<file path="src/rtl/cache_ctrl_if.sv">
// CPU-side and SDRAM-side signal bundle of the cache controller.
// The slave modport is the controller; master is the CPU/memory environment.
interface cache_ctrl_if;
  logic [15:0] Address;
  logic        wr_rd;
  logic        cs;
  logic [7:0]  DOut;
  logic [7:0]  DIn;
  logic        rdy;
  logic        ovf;
  logic [15:0] mem_addr;
  logic        mem_wr;
  logic [7:0]  mem_wdata;
  logic        mem_strb;
  logic [7:0]  mem_rdata;
  logic        mem_ack;

  modport slave (
    input  Address, wr_rd, cs, DOut, mem_rdata, mem_ack,
    output DIn, rdy, ovf, mem_addr, mem_wr, mem_wdata, mem_strb
  );

  modport master (
    output Address, wr_rd, cs, DOut, mem_rdata, mem_ack,
    input  DIn, rdy, ovf, mem_addr, mem_wr, mem_wdata, mem_strb
  );
endinterface

</file>
<file path="src/rtl/cache_ctrl.sv">
// Direct-mapped write-back/write-allocate cache, 8 lines x 32 bytes, in front of a
// byte-wide strobe/ack SDRAM port. One-deep pending slot catches requests made while busy.
module cache_ctrl (
  input  logic        clk,
  input  logic        rst,
  cache_ctrl_if.slave bus
);
  typedef enum logic [2:0] {
    IDLE   = 3'd0,
    LOOKUP = 3'd1,
    WB     = 3'd2,
    FILL   = 3'd3,
    ACCESS = 3'd4
  } state_t;

  state_t      state_r, state_s;
  logic [4:0]  cnt_r, cnt_s;
  logic        cs_q_r, edge_s, ack_s, hit_s;
  logic [15:0] req_addr_r, pend_addr_r;
  logic [7:0]  req_data_r, pend_data_r;
  logic        req_wr_r, pend_wr_r, pend_vld_r, ovf_r;
  logic [7:0]  tag_r [0:7];
  logic [7:0]  valid_r, dirty_r;
  logic [7:0]  data_r [0:255];
  logic [2:0]  idx_s;
  logic [7:0]  rtag_s;
  logic [4:0]  off_s;
  logic        rdy_r, mem_strb_r, mem_wr_r;
  logic [15:0] mem_addr_r;
  logic [7:0]  mem_wdata_r, din_r;

  assign edge_s = bus.cs & ~cs_q_r;
  assign idx_s  = req_addr_r[7:5];
  assign rtag_s = req_addr_r[15:8];
  assign off_s  = req_addr_r[4:0];
  assign hit_s  = valid_r[idx_s] & (tag_r[idx_s] == rtag_s);
  // Acks are only meaningful while a byte request is outstanding.
  assign ack_s  = bus.mem_ack & mem_strb_r;

  // State and byte counter registers.
  always_ff @(posedge clk or posedge rst) begin
    if (rst) begin
      state_r <= IDLE;
      cnt_r   <= 5'd0;
    end else begin
      state_r <= state_s;
      cnt_r   <= cnt_s;
    end
  end

  // Next-state logic; the byte counter advances only on an accepted ack.
  always_comb begin
    state_s = state_r;
    cnt_s   = cnt_r;
    case (state_r)
      IDLE: begin
        if (edge_s || pend_vld_r) state_s = LOOKUP;
        else                      state_s = IDLE;
      end
      LOOKUP: begin
        cnt_s = 5'd0;
        if (hit_s)                 state_s = ACCESS;
        else if (dirty_r[idx_s])   state_s = WB;
        else                       state_s = FILL;
      end
      WB: begin
        if (ack_s) begin
          cnt_s = cnt_r + 5'd1;
          if (cnt_r == 5'd31) state_s = FILL;
          else                state_s = WB;
        end else begin
          state_s = WB;
        end
      end
      FILL: begin
        if (ack_s) begin
          cnt_s = cnt_r + 5'd1;
          if (cnt_r == 5'd31) state_s = ACCESS;
          else                state_s = FILL;
        end else begin
          state_s = FILL;
        end
      end
      ACCESS:  state_s = IDLE;
      default: state_s = IDLE;
    endcase
  end

  // Request capture: the pending slot is older than a fresh edge and wins in IDLE.
  always_ff @(posedge clk or posedge rst) begin
    if (rst) begin
      cs_q_r      <= 1'b0;
      req_addr_r  <= 16'd0;
      req_wr_r    <= 1'b0;
      req_data_r  <= 8'd0;
      pend_vld_r  <= 1'b0;
      pend_addr_r <= 16'd0;
      pend_wr_r   <= 1'b0;
      pend_data_r <= 8'd0;
      ovf_r       <= 1'b0;
    end else begin
      cs_q_r <= bus.cs;
      if (state_r == IDLE) begin
        if (pend_vld_r) begin
          req_addr_r <= pend_addr_r;
          req_wr_r   <= pend_wr_r;
          req_data_r <= pend_data_r;
          pend_vld_r <= edge_s;
          if (edge_s) begin
            pend_addr_r <= bus.Address;
            pend_wr_r   <= bus.wr_rd;
            pend_data_r <= bus.DOut;
          end
        end else if (edge_s) begin
          req_addr_r <= bus.Address;
          req_wr_r   <= bus.wr_rd;
          req_data_r <= bus.DOut;
        end
      end else if (edge_s) begin
        if (!pend_vld_r) begin
          pend_vld_r  <= 1'b1;
          pend_addr_r <= bus.Address;
          pend_wr_r   <= bus.wr_rd;
          pend_data_r <= bus.DOut;
        end else begin
          ovf_r <= 1'b1;
        end
      end
    end
  end

  // Line metadata; reset invalidates everything so a half-filled line never hits.
  always_ff @(posedge clk or posedge rst) begin
    if (rst) begin
      for (int i = 0; i < 8; i++) tag_r[i] <= 8'd0;
      valid_r <= 8'd0;
      dirty_r <= 8'd0;
    end else if (state_r == FILL && ack_s && cnt_r == 5'd31) begin
      tag_r[idx_s]   <= rtag_s;
      valid_r[idx_s] <= 1'b1;
      dirty_r[idx_s] <= 1'b0;
    end else if (state_r == ACCESS && req_wr_r) begin
      dirty_r[idx_s] <= 1'b1;
    end
  end

  // Data array, deliberately without reset.
  always_ff @(posedge clk) begin
    if (state_r == FILL && ack_s) begin
      data_r[{idx_s, cnt_r}] <= bus.mem_rdata;
    end else if (state_r == ACCESS && req_wr_r) begin
      data_r[{idx_s, off_s}] <= req_data_r;
    end
  end

  // Registered outputs, computed from the upcoming state and byte count.
  always_ff @(posedge clk or posedge rst) begin
    if (rst) begin
      rdy_r       <= 1'b1;
      mem_strb_r  <= 1'b0;
      mem_wr_r    <= 1'b0;
      mem_addr_r  <= 16'd0;
      mem_wdata_r <= 8'd0;
      din_r       <= 8'd0;
    end else begin
      rdy_r      <= (state_s == IDLE);
      mem_strb_r <= (state_s == WB) || (state_s == FILL);
      mem_wr_r   <= (state_s == WB);
      if (state_s == WB) begin
        mem_addr_r  <= {tag_r[idx_s], idx_s, cnt_s};
        mem_wdata_r <= data_r[{idx_s, cnt_s}];
      end else if (state_s == FILL) begin
        mem_addr_r <= {rtag_s, idx_s, cnt_s};
      end
      if (state_r == ACCESS && !req_wr_r) din_r <= data_r[{idx_s, off_s}];
    end
  end

  assign bus.DIn       = din_r;
  assign bus.rdy       = rdy_r;
  assign bus.ovf       = ovf_r;
  assign bus.mem_addr  = mem_addr_r;
  assign bus.mem_wr    = mem_wr_r;
  assign bus.mem_wdata = mem_wdata_r;
  assign bus.mem_strb  = mem_strb_r;
endmodule

</file>
<file path="src/flat_wrapper.sv">
// flat-port wrapper written by rule: the top's interface ports become plain ports
module cache_ctrl_flat 
  (clk, rst, bus_Address, bus_wr_rd, bus_cs, bus_DOut, bus_mem_rdata, bus_mem_ack, bus_DIn, bus_rdy, bus_ovf, bus_mem_addr, bus_mem_wr, bus_mem_wdata, bus_mem_strb);
  cache_ctrl_if bus_i ();
  input  logic clk;
  input  logic rst;
  input wire logic [$bits(bus_i.Address)-1:0] bus_Address;
  input wire logic [$bits(bus_i.wr_rd)-1:0] bus_wr_rd;
  input wire logic [$bits(bus_i.cs)-1:0] bus_cs;
  input wire logic [$bits(bus_i.DOut)-1:0] bus_DOut;
  input wire logic [$bits(bus_i.mem_rdata)-1:0] bus_mem_rdata;
  input wire logic [$bits(bus_i.mem_ack)-1:0] bus_mem_ack;
  output wire logic [$bits(bus_i.DIn)-1:0] bus_DIn;
  output wire logic [$bits(bus_i.rdy)-1:0] bus_rdy;
  output wire logic [$bits(bus_i.ovf)-1:0] bus_ovf;
  output wire logic [$bits(bus_i.mem_addr)-1:0] bus_mem_addr;
  output wire logic [$bits(bus_i.mem_wr)-1:0] bus_mem_wr;
  output wire logic [$bits(bus_i.mem_wdata)-1:0] bus_mem_wdata;
  output wire logic [$bits(bus_i.mem_strb)-1:0] bus_mem_strb;
  assign bus_i.Address = bus_Address;
  assign bus_i.wr_rd = bus_wr_rd;
  assign bus_i.cs = bus_cs;
  assign bus_i.DOut = bus_DOut;
  assign bus_i.mem_rdata = bus_mem_rdata;
  assign bus_i.mem_ack = bus_mem_ack;
  assign bus_DIn = bus_i.DIn;
  assign bus_rdy = bus_i.rdy;
  assign bus_ovf = bus_i.ovf;
  assign bus_mem_addr = bus_i.mem_addr;
  assign bus_mem_wr = bus_i.mem_wr;
  assign bus_mem_wdata = bus_i.mem_wdata;
  assign bus_mem_strb = bus_i.mem_strb;
  cache_ctrl u_core (.clk(clk), .rst(rst), .bus(bus_i));
endmodule
</file>
<file path="config.mk">
export PLATFORM = sky130hd
export DESIGN_NAME = cache_ctrl_flat
export DESIGN_NICKNAME = d
export VERILOG_FILES = /design/src/rtl/cache_ctrl_if.sv /design/src/rtl/cache_ctrl.sv /design/src/flat_wrapper.sv
export SDC_FILE = /design/constraint.sdc
export NUM_CORES = 2
export LEC_CHECK = 0
export BUFFER_PORTS_ARGS = -buffer_cell sky130_fd_sc_hd__clkbuf_2
export CAP_MARGIN = 15
export CORE_UTILIZATION = 45
export CTS_CLUSTER_DIAMETER = 80
export DETAILED_ROUTE_END_ITERATION = 10
export HOLD_SLACK_MARGIN = 0.02
export SYNTH_ARGS = -nofsm -noshare
export SYNTH_HDL_FRONTEND = slang
export SYNTH_SLANG_ARGS = --single-unit
</file>
<file path="constraint.sdc">
create_clock -name clk -period 6.51 [get_ports clk]
set_clock_uncertainty 0.1 [all_clocks]
set_input_delay 1.6275 -clock clk [delete_from_list [all_inputs] [get_ports clk]]
set_output_delay 1.6275 -clock clk [all_outputs]
set_load 0.01 [all_outputs]
</file>
-- Word level (Yosys, flattened, before mapping)
Memory sizes are Yosys's and may differ from the RTL's. A register that Yosys moved wholly into a read port is not among the register bits.
Index checks and enable logic that the tools add are counted.
- $add $sub $neg: 1
- order comparisons: 4
- eq/ne operators: 11
- multiplexer cells: 55
- bitwise logic cells: 10
- reduce and logical (&&, ||, !) cells: 20
- operator list (kind ; number):
    $mux W16 ; 8
    $mux W8 ; 13
    $bwmux W64 ; 1
    $bmux W8 S3 ; 1
    $demux W8 S3 ; 1
    $mux W1 ; 22
    $or A8 B8 Y8 ; 2
    $eq A3 B2 Y1 const B ; 4
    $pmux W3 S4 ; 1
    $pmux W5 S2 ; 1
    $mux W3 ; 3
    $and A8 B8 Y8 ; 1
    $eq A8 B8 Y1 ; 1
    $not A8 Y8 ; 1
    $reduce_bool A2 Y1 ; 4
    $reduce_or A8 Y1 ; 1
    $bmux W1 S3 ; 2
    $logic_and A1 B1 Y1 ; 6
    $logic_not A3 Y1 ; 2
    $add A5 B1 Y5 const B ; 1
    $eq A5 B5 Y1 const B ; 1
    $mux W5 ; 1
    $ge A4 B4 Y1 const B ; 1
    $lt A3 B4 Y1 const B ; 1
    other kinds (16) ; 21
- register bits: 160
- memory bits (writable): 2048
- input bits: 37
- output and inout bits: 36
- word-level logic and storage cells: 127
- memories kept: 1
- memory list (memory ; depth ; bits a word ; read ports ; clocked after memory_dff ; write ports ; line ; RTL):
    u_core.data_r ; 256 ; 8 ; 2 ; 2 ; 1 ; cache_ctrl.sv:24 ; logic [7:0] data_r [0:255];

-- Depth between registers and ports, before layout
- word-level depth: 11
- gate-level depth with buffers: 17
- gate-level depth less buffers: 14

-- Worst setup path before layout
OpenSTA, ideal clock, no wires.
- path kind: input -> register
- from: input bus_mem_ack
- to: register u_core.mem_wdata_r[5], in the netlist u_core.bus.mem_wdata[5] (read register of u_core.data_r)
- setup time: 0.126 ns
- arrival: 4.347 ns
- required time: 6.284 ns
- path slack: 1.937 ns
- stages: 13
- path buffers: 4
- cell sequence: and4bb_1 o21a_1 buf_6 nor2_8 buf_8 buf_6 buf_2 mux4_2 a22oi_1 a21oi_1 nor4_1 o2111ai_1 o32a_1
- cells in the longest elaborated chain, start to end: 4
- elaborated cells on any way between the ends: 7
- classes of those cells: 1 x eq/ne; 5 x mux; 1 x bitwise
- RTL lines (what ; line ; RTL):
    start: declaration ; flat_wrapper.sv:12 ; input wire logic [$bits(bus_i.mem_ack)-1:0] bus_mem_ack;
    $and A1 B1 Y1 (*) ; cache_ctrl.sv:38 ; assign ack_s = bus.mem_ack & mem_strb_r;
    $mux W3 / $mux W1 (equally long branches) ; cache_ctrl.sv:76, cache_ctrl.sv:67 ;
    $pmux W3 S4 ; cache_ctrl.sv:55 ; case (state_r)
    $eq A3 B2 Y1 ; cache_ctrl.sv:169 ; if (state_s == WB) begin
    end: declaration ; cache_ctrl.sv:30 ; logic [7:0] mem_wdata_r, din_r;
Every way passes the cells marked *; elsewhere a longest branch is shown, timed or not.
A chain may end at the register's enable or synchronous reset.

-- Worst setup path after layout
- from: input bus_mem_ack
- to: register u_core.mem_wdata_r[2], in the netlist u_core.bus.mem_wdata[2] (read register of u_core.data_r)
Same word-level chain as after synthesis.

==> impl_metrics.ini <==
[yosys]
synth_cells = 5851
synthFlopType = edfxtp_1
synthDistinctLibCells = 87
synth-seq-cells = 2224
postSynthAreaPerCell_um2 = 17.8
synth_top_area_share = 0.592
ys_warn_count = 0
synth_edf_count = 2048
ys_async_sr_fraction = 0.0791
netlist_top_cells_area = edfxtp_1, mux4_2, dfrtp_1
synth_area_um2 = 104000
yosys.area.top_type = edfxtp_1
syn_nets = 5890
yosysSeqAreaShare = 0.634

[layout]
register_area_um2 = 65900
syn2layout_area_growth_pct = 12.8
fin_nets = 6088
layout_commonest_cell = edfxtp_1
stdcell_count = 9288
drive_gt1_frac = 0.309
fillCellCount = 18400
utilization = 0.510
multi_input_area_um2 = 35800
layout_common_cells = edfxtp_1, mux4_2, nand2_1

[die]
die_x_um = 482
coreArea_um2 = 230000
io_pins = 73
rows = 176
start_util = 0.452
dieArea_um2 = 233000
dieHeight_um = 482

[clock_network]
clk_latency_ns = 0.92
cts_buffer_depth = 3
cts_resized = 0
cts.sinks = 2224
postCtsHoldBufs = 0
cts_root_buf = clkbuf_16
htreeDepth = 4
cts_buffers = 231
post_cts.repair.setup_buffers = 0
clkTransAtPathRegs_ns = 0.06
cts_tree = built

[critical_path]
worst_setup_path_end_kind = register
path_cells = clkbuf_2 > and4bb_1 > o21a_1 > nor2_8 > buf_4 > buf_12 > mux4_2 > a22oi_1 > nand3_1 > and3_1 > a21oi_1 > a31oi_1
critPathLaunchType = input pin
path_class = input pin to register
path_max_fanout = 47
critPathSlowestCell = nor2_8
cpPeakStageDelay_ns = 0.98
cp.arrival_ns = 6.48
required_ns = 7.14

[global_routing]
overflow = 0
track_usage = 0.315
grt_start_max_net_pins = 177
antenna_found_initial = 27
grt_pass1_vias = 63800
grt_pass1_wl_um = 508000

[outcome]
outcome = finished clean

[sta]
period_minus_slack_ns = 5.85
max_freq_ghz = 0.171
slew_viol_final = 0
rsz0062_at_grt = no
slew_headroom = 0.127
hold_violations = 0
period_share = 0.899
setup_viol = 0
tightestPinTransition_ns = 1.30

[route]
dr.pass1.iters = 8
drt_wl_total_um = 367000
drcViolationCount = 0
vias = 65700
detail_route.vias_per_cell = 7.07
first_iter_violations = 10900
wl_per_cell_um = 39.5
ant_nets = 0

[placement]
dp_hpwl_um = 239000
gp_congestion = 0.976
numPortBuffers = 72
dp_cells = 8836

[power]
vdd_drop_max_v = 0.000378
power_density_nw_per_um2 = 339
p_total_mw = 39.8
p_leak_nw = 37.2

[min_path]
hp-class = register to register

[run]
maxCapViolCount = 0
[logic make-up (layout without fill, tap and decap cells)]
| logic type | Yosys count | count (layout) | synth area share |
|---|---|---|---|
| flops | 2224 | 2224 | 0.634 |
| mux | 1227 | 1227 | 0.242 |
| simple gates | 1085 | 1085 | 0.0470 |
| compound gates | 797 | 797 | 0.0529 |
| buf+inv | 507 | 908 | 0.0232 |
| xor+xnor | 9 | 9 | 0.000759 |
| fa+ha+maj | 2 | 2 | 0.000241 |
| other cells | 0 | 10 | 0 |
[state kept, by name, indices dropped and copies added (netlist names), 3 cells and up, named ones only]
name and count:
u_core.bus.mem_wdata 8, u_core.req_addr_r 16, u_core.state_r 3, u_core.valid_r 8, u_core.tag_r 64, u_core.cnt_r 5, u_core.pend_data_r 8, u_core.bus.DIn 8
u_core.bus.mem_addr 16, u_core.pend_addr_r 16, u_core.req_data_r 8, u_core.data_r 2048
[stage by stage]
| step | setup TNS, ns | hold WS, ns | setup WS, ns | cell area [um2] |
|---|---|---|---|---|
| final | 0 | 0.370 | 0.655 | 117000 |
| after global routing | 0 | 0.380 | 0.683 | 117000 |
| after CTS | 0 | 0.366 | 0.902 | 117000 |
| after detailed placement | -0.0336 | 0.352 | -0.0336 | 110000 |
| after global placement | -0.721 | 0.347 | -0.490 | 109000 |
| after floorplan | 0 | 0.328 | 0.0106 | 104000 |
[worst paths after layout]
| path | start | endpoint | slack (ns) | cells past startpoint |
|---|---|---|---|---|
| worst min register to register | u_core.valid_r[4] | u_core.valid_r[4] | 0.37 | 1 |
| max in group asynchronous | rst | u_core.bus.mem_addr[14] | 4.14 | 3 |
| worst min-delay path | u_core.valid_r[4] | u_core.valid_r[4] | 0.37 | 1 |
| worst max-delay path | bus_mem_ack | u_core.bus.mem_wdata[2] | 0.66 | 12 |
| min in group asynchronous | rst | u_core.pend_addr_r[2] | 0.76 | 2 |
| worst max register to register | u_core.state_r[1] | u_core.bus.mem_wdata[2] | 0.69 | 11 |
[Yosys cell counts (14+ instances only)]
library cell and instances:
a211oi_1 115, a21oi_1 143, a221oi_1 15, a22oi_1 152, a311oi_1 44, a31oi_1 59, a32oi_1 14, and3_1 121
buf_1 75, buf_2 135, buf_4 28, buf_6 26, clkbuf_1 220, dfrtp_1 175, edfxtp_1 2048, mux2_2 87
mux2i_1 126, mux4_2 1009, nand2_1 419, nand2b_1 17, nand3_1 76, nand4_1 20, nor2_1 331, nor3_1 25
nor4_1 18, o211ai_1 15, o21ai_0 93, o22ai_1 38
[critical path, delay by kind of cell]
family                 cells  cell delay, ns
AND/OR/NAND/NOR            4            1.81
buffers and inverters      3            0.80
multiplexers               1            0.56
AO/OA/AOI/OAI              4            1.58
[routing by layer]
metal | part of all wire | wire length, um | track usage | up-vias
met5 | 0.00037 | 135 | 0 | -
met4 | 0.070 | 25600 | 0.186 | 18
met3 | 0.12 | 45400 | 0.0885 | 1029
met2 | 0.44 | 162000 | 0.463 | 4820
met1 | 0.37 | 134000 | 0.419 | 34800
li1 | - | - | - | 25000
[cell type report]
cell class	instances	area share
Antenna cell	10	0.000213
Clock buffer	288	0.0520
Clock inverter	148	0.0129
Inverter	20	0.000897
Multi-Input combinational cell	3120	0.306
Sequential cell	2224	0.562
Tap cell	3026	0.0323
Timing Repair Buffer	452	0.0338
[where the power goes]
| group | internal (mW) | switching, mW |
|---|---|---|
| sequential | 15.7 | 0.237 |
| combinational | 3.64 | 6.75 |
| clock | 7.53 | 5.87 |
| total | 26.9 | 12.9 |
No activity file was read; power rests on OpenSTA's default activity.
